[src/rtl/door_pkg.sv]
// door_pkg: shared state and fault-code types for the door plant model.
package door_pkg;
   typedef enum logic [1:0] {IDLE, UP, DN, FAULT} state_t;
   localparam int CODE_W = 2;
   typedef enum logic [CODE_W-1:0] {F_BOTH = 2'd0, F_OVERRUN = 2'd1, F_REVERSAL = 2'd2, F_STALL = 2'd3} fcode_t;
endpackage

[src/rtl/door_pos_ctr.sv]
// door_pos_ctr: saturating up/down door position counter with end-of-travel flags.
module door_pos_ctr #(
   parameter int TRAVEL = 16,
   parameter int INIT = 0,
   localparam int POS_W = $clog2(TRAVEL + 1)
) (
   input  logic             clk,
   input  logic             rst,
   input  logic             en,
   input  logic             up,
   output logic [POS_W-1:0] pos,
   output logic             at_top,
   output logic             at_bottom
);
   assign at_top    = pos == POS_W'(TRAVEL);
   assign at_bottom = pos == '0;
   always_ff @(posedge clk or posedge rst)
      if (rst) pos <= POS_W'(INIT);
      else if (en && up && !at_top) pos <= pos + 1'b1;
      else if (en && !up && !at_bottom) pos <= pos - 1'b1;
endmodule

[src/rtl/door_plant.sv]
// door_plant: plant-side door model turning motor drive into limit switches and misuse faults.
// Optional obstacle input and STALL fault when DOOR_PLANT_OBSTACLE_EN is defined.
module door_plant
   import door_pkg::*;
#(
   parameter int TRAVEL = 16,
   parameter int OVERRUN = 4,
   parameter bit INIT_AT_BOTTOM = 1'b1,
   localparam int POS_W = $clog2(TRAVEL + 1)
) (
   input  logic              clk,
   input  logic              rst,
   input  logic              motor_up,
   input  logic              motor_dn,
   input  logic              fault_clr,
`ifdef DOOR_PLANT_OBSTACLE_EN
   input  logic              obstacle,
`endif
   output logic              up_limit,
   output logic              dn_limit,
   output logic [POS_W-1:0]  pos,
   output logic              moving,
   output logic              fault,
   output logic [CODE_W-1:0] fault_code
);
   localparam int CNT_W = $clog2(OVERRUN + 1);
   state_t state, state_nx;
   fcode_t code, code_nx;
   logic [CNT_W-1:0] cnt, cnt_nx;
   logic pos_en, pos_up, at_top, at_bottom, blocked, up_req, dn_req, stuck_dn, full;
`ifdef DOOR_PLANT_OBSTACLE_EN
   assign blocked = obstacle;
`else
   assign blocked = 1'b0;
`endif
   door_pos_ctr #(.TRAVEL(TRAVEL), .INIT(INIT_AT_BOTTOM ? 0 : TRAVEL)) u_pos (
      .clk(clk), .rst(rst), .en(pos_en), .up(pos_up),
      .pos(pos), .at_top(at_top), .at_bottom(at_bottom)
   );
   assign up_limit   = at_top;
   assign dn_limit   = at_bottom;
   assign moving     = state == UP || state == DN;
   assign fault      = state == FAULT;
   assign fault_code = fault ? code : F_BOTH;
   assign stuck_dn   = at_bottom || blocked;
   assign full       = cnt == CNT_W'(OVERRUN - 1);
   always_ff @(posedge clk or posedge rst)
      if (rst) begin
         state <= IDLE;
         code  <= F_BOTH;
         cnt   <= '0;
      end else begin
         state <= state_nx;
         code  <= code_nx;
         cnt   <= cnt_nx;
      end
   // The counter tracks consecutive edges spent driven but not moving (at a limit or blocked).
   always_comb begin
      state_nx = state;
      code_nx  = code;
      cnt_nx   = '0;
      pos_en   = 1'b0;
      pos_up   = 1'b0;
      up_req   = 1'b0;
      dn_req   = 1'b0;
      case (state)
         IDLE:
            if (motor_up && motor_dn) begin
               state_nx = FAULT;
               code_nx  = F_BOTH;
            end else begin
               up_req = motor_up;
               dn_req = motor_dn;
            end
         UP:
            if (motor_dn) begin
               state_nx = FAULT;
               code_nx  = F_REVERSAL;
            end else if (motor_up) up_req = 1'b1;
            else state_nx = IDLE;
         DN:
            if (motor_up) begin
               state_nx = FAULT;
               code_nx  = F_REVERSAL;
            end else if (motor_dn) dn_req = 1'b1;
            else state_nx = IDLE;
         default:
            state_nx = (fault_clr && !motor_up && !motor_dn) ? IDLE : FAULT;
      endcase
      if (up_req) begin
         state_nx = (at_top && full) ? FAULT : UP;
         code_nx  = (at_top && full) ? F_OVERRUN : code;
         pos_en   = !at_top;
         pos_up   = 1'b1;
         cnt_nx   = at_top ? cnt + 1'b1 : '0;
      end
      if (dn_req) begin
         state_nx = (stuck_dn && full) ? FAULT : DN;
         code_nx  = (stuck_dn && full) ? (blocked ? F_STALL : F_OVERRUN) : code;
         pos_en   = !stuck_dn;
         cnt_nx   = stuck_dn ? cnt + 1'b1 : '0;
      end
   end
endmodule

[config.mk]
export PLATFORM = sky130hd
export DESIGN_NAME = door_plant
export DESIGN_NICKNAME = d
export VERILOG_FILES = /design/src/rtl/door_pkg.sv /design/src/rtl/door_pos_ctr.sv /design/src/rtl/door_plant.sv
export SDC_FILE = /design/constraint.sdc
export NUM_CORES = 1
export LEC_CHECK = 0
export CAP_MARGIN = 40
export CORE_AREA = 2 2 49 51
export CTS_BUF_LIST = sky130_fd_sc_hd__clkbuf_2 sky130_fd_sc_hd__clkbuf_4 sky130_fd_sc_hd__clkbuf_8
export DETAILED_ROUTE_END_ITERATION = 8
export DIE_AREA = 0 0 51 53
export GPL_TIMING_DRIVEN = 1
export PLACE_DENSITY_LB_ADDON = 0.08
export SLEW_MARGIN = 5
export SYNTH_ARGS = -nofsm -noshare
export SYNTH_HDL_FRONTEND = slang
export SYNTH_SLANG_ARGS = --single-unit
[constraint.sdc]
create_clock -name clk -period 3.3 [get_ports clk]
set_input_delay 0.66 -clock clk [delete_from_list [all_inputs] [get_ports clk]]
set_output_delay 0.66 -clock clk [all_outputs]
set_load 0.005 [all_outputs]
## Word-level counts from Yosys, hierarchy flattened

Cells that the tools add are included.

- Bits of input ports: 5
- ROM bits: 0
- Memories: 0
- Logic and storage cells: 77
- Output and inout bits: 11
- Register bits: 12
- Latch bits: 0
- Memory bits (writable): 0

- Order comparisons: 0
- Divide/modulo/power cells: 0
- Multiplexer cells: 37
- Bitwise operators: 0
- Eq/ne operators: 12
- Shift operators: 0
- Add/sub/neg operators: 3
- Reductions and logical operators: 21
- Multiply operators: 0

Operators by type and width:

| operator | number |
|---|---|
| $mux 2 | 17 |
| $mux 3 | 4 |
| $ne 4x4->1 const B | 3 |
| $pmux 2 s3 | 2 |
| $mux 1 | 10 |
| $mux 5 | 2 |
| $ne 5x5->1 const B | 2 |
| $logic_and 1x1->1 | 9 |
| $reduce_and 6->1 | 1 |
| $add 5x1->5 const B | 1 |
| $eq 5x5->1 const B | 1 |
| $logic_not 1->1 | 5 |
| $logic_not 5->1 | 1 |
| $reduce_bool 5->1 | 1 |
| $sub 5x1->5 const B | 1 |
| $eq 2x2->1 const B | 2 |
| $pmux 1 s2 | 2 |
| $add 3x1->3 const B | 1 |
| $eq 3x2->1 const B | 1 |
| $ne 3x1->1 const B | 1 |
| $reduce_and 3->1 | 1 |
| $eq 2x1->1 const B | 1 |
| $logic_not 2->1 | 1 |
| $ne 2x1->1 const B | 1 |
| 2 further kinds | 2 |

## Longest topological paths before layout

- Word-level depth: 9
- Gate-level depth with buffers: 10
- Mapped depth without buffers: 10

## Modules after synthesis

From an unflattened synthesis, not the netlist that was laid out.

- Cell total of the unflattened synthesis: 98
- Area total of the unflattened synthesis: 950.9 um^2

By module, submodules not included:

| module | instances | area an instance (um^2) | cells an instance | sequential area each (um^2) |
|---|---|---|---|---|
| door_plant | 1 | 570.5 | 63 | 175.2 |
| door_pos_ctr | 1 | 380.4 | 35 | 125.1 |

## Worst setup path after synthesis

OpenSTA, ideal clock, no wires.

- Path type: in2reg
- Start: input port motor_dn
- End: register u_pos.pos[4]
- Setup slack: 0.929 ns
- Data required time: 3.162 ns
- Buffers on the path: 0
- Cell stages on the path: 7
- Setup time: 0.138 ns
- Arrival: 2.233 ns
- Cells stage by stage: nand2b_1 nor2_1 nand2_1 fa_1 a21o_1 a21oi_1 mux4_2

- Word-level cells in the longest chain between the ends: 8
- Elaborated cells between the ends (all ways): 18
- Classes of those cells: 11 x mux; 7 x reduce/logical

Ends and longest elaborated chain:

| element | line | source |
|---|---|---|
| start: declaration | door_plant.sv:14 | `input logic motor_dn,` |
| $logic_and 1x1->1 | door_plant.sv:68 | `if (motor_up && motor_dn) begin` |
| $mux 1 | door_plant.sv:68 |  |
| $pmux 1 s2 | door_plant.sv:66 | `case (state)` |
| $mux 1 | door_plant.sv:90 | `if (up_req) begin` |
| $mux 1 / $logic_not 1->1 (equally long branches) | door_plant.sv:97, door_pos_ctr.sv:20 |  |
| $logic_and 1x1->1, on equally long branches (2 in series) | door_pos_ctr.sv:19, door_pos_ctr.sv:20 |  |
| $mux 5 / $reduce_bool 2->1 (equally long branches) | -- |  |
| end signal: assignment | door_pos_ctr.sv:18 | `if (rst) pos <= POS_W'(INIT);` |
| end signal: assignment | door_pos_ctr.sv:19 | `else if (en && up && !at_top) pos <= pos + 1'b1;` |
| end signal: assignment | door_pos_ctr.sv:20 | `else if (en && !up && !at_bottom) pos <= pos - 1'b1;` |
| end: declaration | door_pos_ctr.sv:11 | `output logic [POS_W-1:0] pos,` |

Several ways; a longest one is shown, not always the timed one.
A chain may end at the register's enable or synchronous reset.

## Worst setup path after layout

- Start: register u_pos.pos[0]
- End: output port up_limit

- Word-level cells in the longest chain between the ends: 1

Ends and longest elaborated chain:

| element | line | source |
|---|---|---|
| $eq 5x5->1 | door_pos_ctr.sv:15 | `assign at_top = pos == POS_W'(TRAVEL);` |
| end: declaration | door_plant.sv:19 | `output logic up_limit,` |

No other way between the ends.

==> flow_summary.ini <==
[floorplan]
die_w_um = 51
initial_core_util_pct = 42.7
die_h_um = 53
core_area_sq_mm = 0.00215
ios = 16
std_cell_rows = 17
dieArea_sq_mm = 0.00270

[routing]
first_pass_iters = 2
drc = 0
vias_per_cell = 5.15
vias = 701
first_iter_violations = 1
routed_wl_mm = 1.84
avgRoutedWirePerCell_um = 13.5
postRouteAntennaNets = 0

[clock_tree]
cts_buffer_depth = 2
path_clk_slew_ns = 0.07
cts_tree = yes
cts.sinks = 12
numCtsBuffers = 3
worst_skew_pair.late_latency_ns = 0.27
post_cts_resize_count = 0
cts_root_buffer = clkbuf_4
post_cts_buffers = 0
htreeDepth = 1
ctsHoldBuffers = 0

[timing]
tns_ns = 0
slew_headroom_pct = 69.6
maxSlewViolCount = 0
fin_crit_ns = 2.75
setup_viol = 0
fmaxAchievable_mhz = 363
hold_viol_final = 0
rsz0062_at_grt = no
min_period_over_period_pct = 83.5
tightest_slew_ns = 0.452
clock_skew_ns = 0.00649

[layout]
final_cell_count_no_fill = 136
finalNetCount = 125
final_util_pct = 52.9
final_layout_size_suffix_gt1_share_pct = 18.5
areaGrowthSynthToFinish_pct = 23.7
diodes = 0

[worst_hold_path]
holdPathStages = 1
holdCritPathClass = flop to flop
hp-start = cnt[0]$_DFF_PP0_
hold_path_end = cnt[0]$_DFF_PP0_

[power]
p_leak_nw = 0.501
power_density_mw_per_mm2 = 917
ir_drop_uv = 484
totalPowerFinal_mw = 1.04

[global_route]
antenna_found_initial = 0
track_usage_pct = 16.7
grt_start_max_net_pins = 13
grt_pass1_vias = 730
grt_pass1_wl_mm = 3.26
gr-total-overflow = 0

[synthesis]
synth_warnings = 0
yosysUniqueCellTypes = 34
syn_area_sq_um = 918
synth.avg_cell_area_sq_um = 10.3
ys_ff_latch = 12
synth_top_area_cell = dfrtp_1
synthTopCellsByArea = dfrtp_1, ha_1, mux2_2, inv_1, nor2_1
synth_nets = 104
ys_seq_area_share_pct = 32.7
synth_cells = 89
synth.top_cell.area_share_pct = 32.7

[critical_path]
cp-start-kind = flop
crit_family = simple AND/OR/NAND/NOR gates
critPathRequiredTime_ns = 2.64
cp_max_fo = 8
cp.depth = 4
worstRegToRegCells = 8
critPathSlowestCell = nor4_4
regToRegEndpoint = u_pos.pos[3]$_DFFE_PP0P_
critPathMaxStageDelay_ns = 0.51
end_kind = primary output
cp_cell_sequence = nor4_4, nand2_1, inv_1, clkdlybuf4s50_1
path_class = flop to primary output
worst_r2r_startpoint = u_pos.pos[0]$_DFFE_PP0P_
worstPathArrival_ns = 2.09
path_buf_inv = 2
r2r_slack_ns = 0.79

[place]
place_congestion = 0.889
port_buffers = 15
dp_hpwl_mm = 1.49
dpl.cell_count = 133

[status]
status = completed

[job]
cap_violations = 0
-- cell type report --
type / count / area (sq um)
repair buffers: 17 / 165
multi-input cells: 67 / 579
well taps: 28 / 35.0
clock buffers: 3 / 22.5
inverters: 9 / 33.8
flip-flops and latches: 12 / 300
fillers: 211 / 1010
-- stage by stage --
step / worst slack (ns) / instance area (sq um) / hold slack (ns)
finish: 0.546 / 1140 / 0.430
global route: 0.435 / 1140 / 0.457
CTS: 0.537 / 1140 / 0.440
detailed placement: 0.344 / 1110 / 0.431
global placement: 0.404 / 1110 / 0.428
floorplan: 0.929 / 918 / 0.410
-- routing by layer --
metal	vias to the layer above	routed length (um)	part of all wire (%)	GRT usage, %
li1	356	-	-	-
met1	328	885	48	21.7
met2	12	838	46	26.0
met3	5	83	4.5	3.95
met4	0	31	1.7	8.11
met5	-	0	0	0
-- flip-flops by register name (all words and copies together) (netlist names) --
register	flops
cnt	3
code	2
state	2
u_pos.pos	5
-- report_power, final --
part           switching, mW  leakage [nW]  internal [mW]
sequential            0.0794         0.149          0.206
combinational          0.293         0.339          0.378
clock                 0.0449        0.0138         0.0422
total                  0.417         0.501          0.625
-- synth_stat cells (all sizes together) --
cell,count
dfrtp,12
ha,9
inv,9
nor2,9
mux2,5
nand2,5
a21o,3
a21oi,3
and2,3
o21ai,3
xnor2,3
a211oi,2
a311oi,2
mux2i,2
nand2b,2
nor3,2
or2,2
or3,2
a221oi,1
a2bb2oi,1
a31o,1
a31oi,1
a32o,1
buf,1
fa,1
mux4,1
nand3,1
nor4,1
xor2,1
-- kinds of logic after synthesis --
| logic type | Yosys count | share of synthesized area [%] |
|---|---|---|
| buffers and inverters | 10 | 4.22 |
| multiplexers | 8 | 10.8 |
| XOR/XNOR | 4 | 3.82 |
| AO/OA/AOI/OAI | 18 | 17.2 |
| AND/OR/NAND/NOR | 27 | 16.9 |
| adder cells (fa/ha/maj) | 10 | 14.4 |
| flip-flops | 12 | 32.7 |
-- cell usage in the layout (no fill, tap or decap), drive strengths merged, types with 5 or more instances in the layout --
cell           synthesis  layout
inv                    9       9
nor2                   9       9
nand2                  5       5
dfrtp                 12      12
mux2                   5       5
ha                     9       9
clkdlybuf4s50          0      15
-- how the worst max path moves through the flow --
| stage | startpoint | slack [ns] | to |
|---|---|---|---|
| floorplan | motor_dn | 0.93 | u_pos.pos[4]$_DFFE_PP0P_ |
| global placement | motor_dn | 0.40 | u_pos.pos[4]$_DFFE_PP0P_ |
| detailed placement | motor_dn | 0.34 | u_pos.pos[4]$_DFFE_PP0P_ |
| CTS | u_pos.pos[0]$_DFFE_PP0P_ | 0.54 | up_limit |
| global route | u_pos.pos[0]$_DFFE_PP0P_ | 0.43 | up_limit |
| finish | u_pos.pos[0]$_DFFE_PP0P_ | 0.55 | up_limit |
No activity file was read; power rests on OpenSTA's default activity.
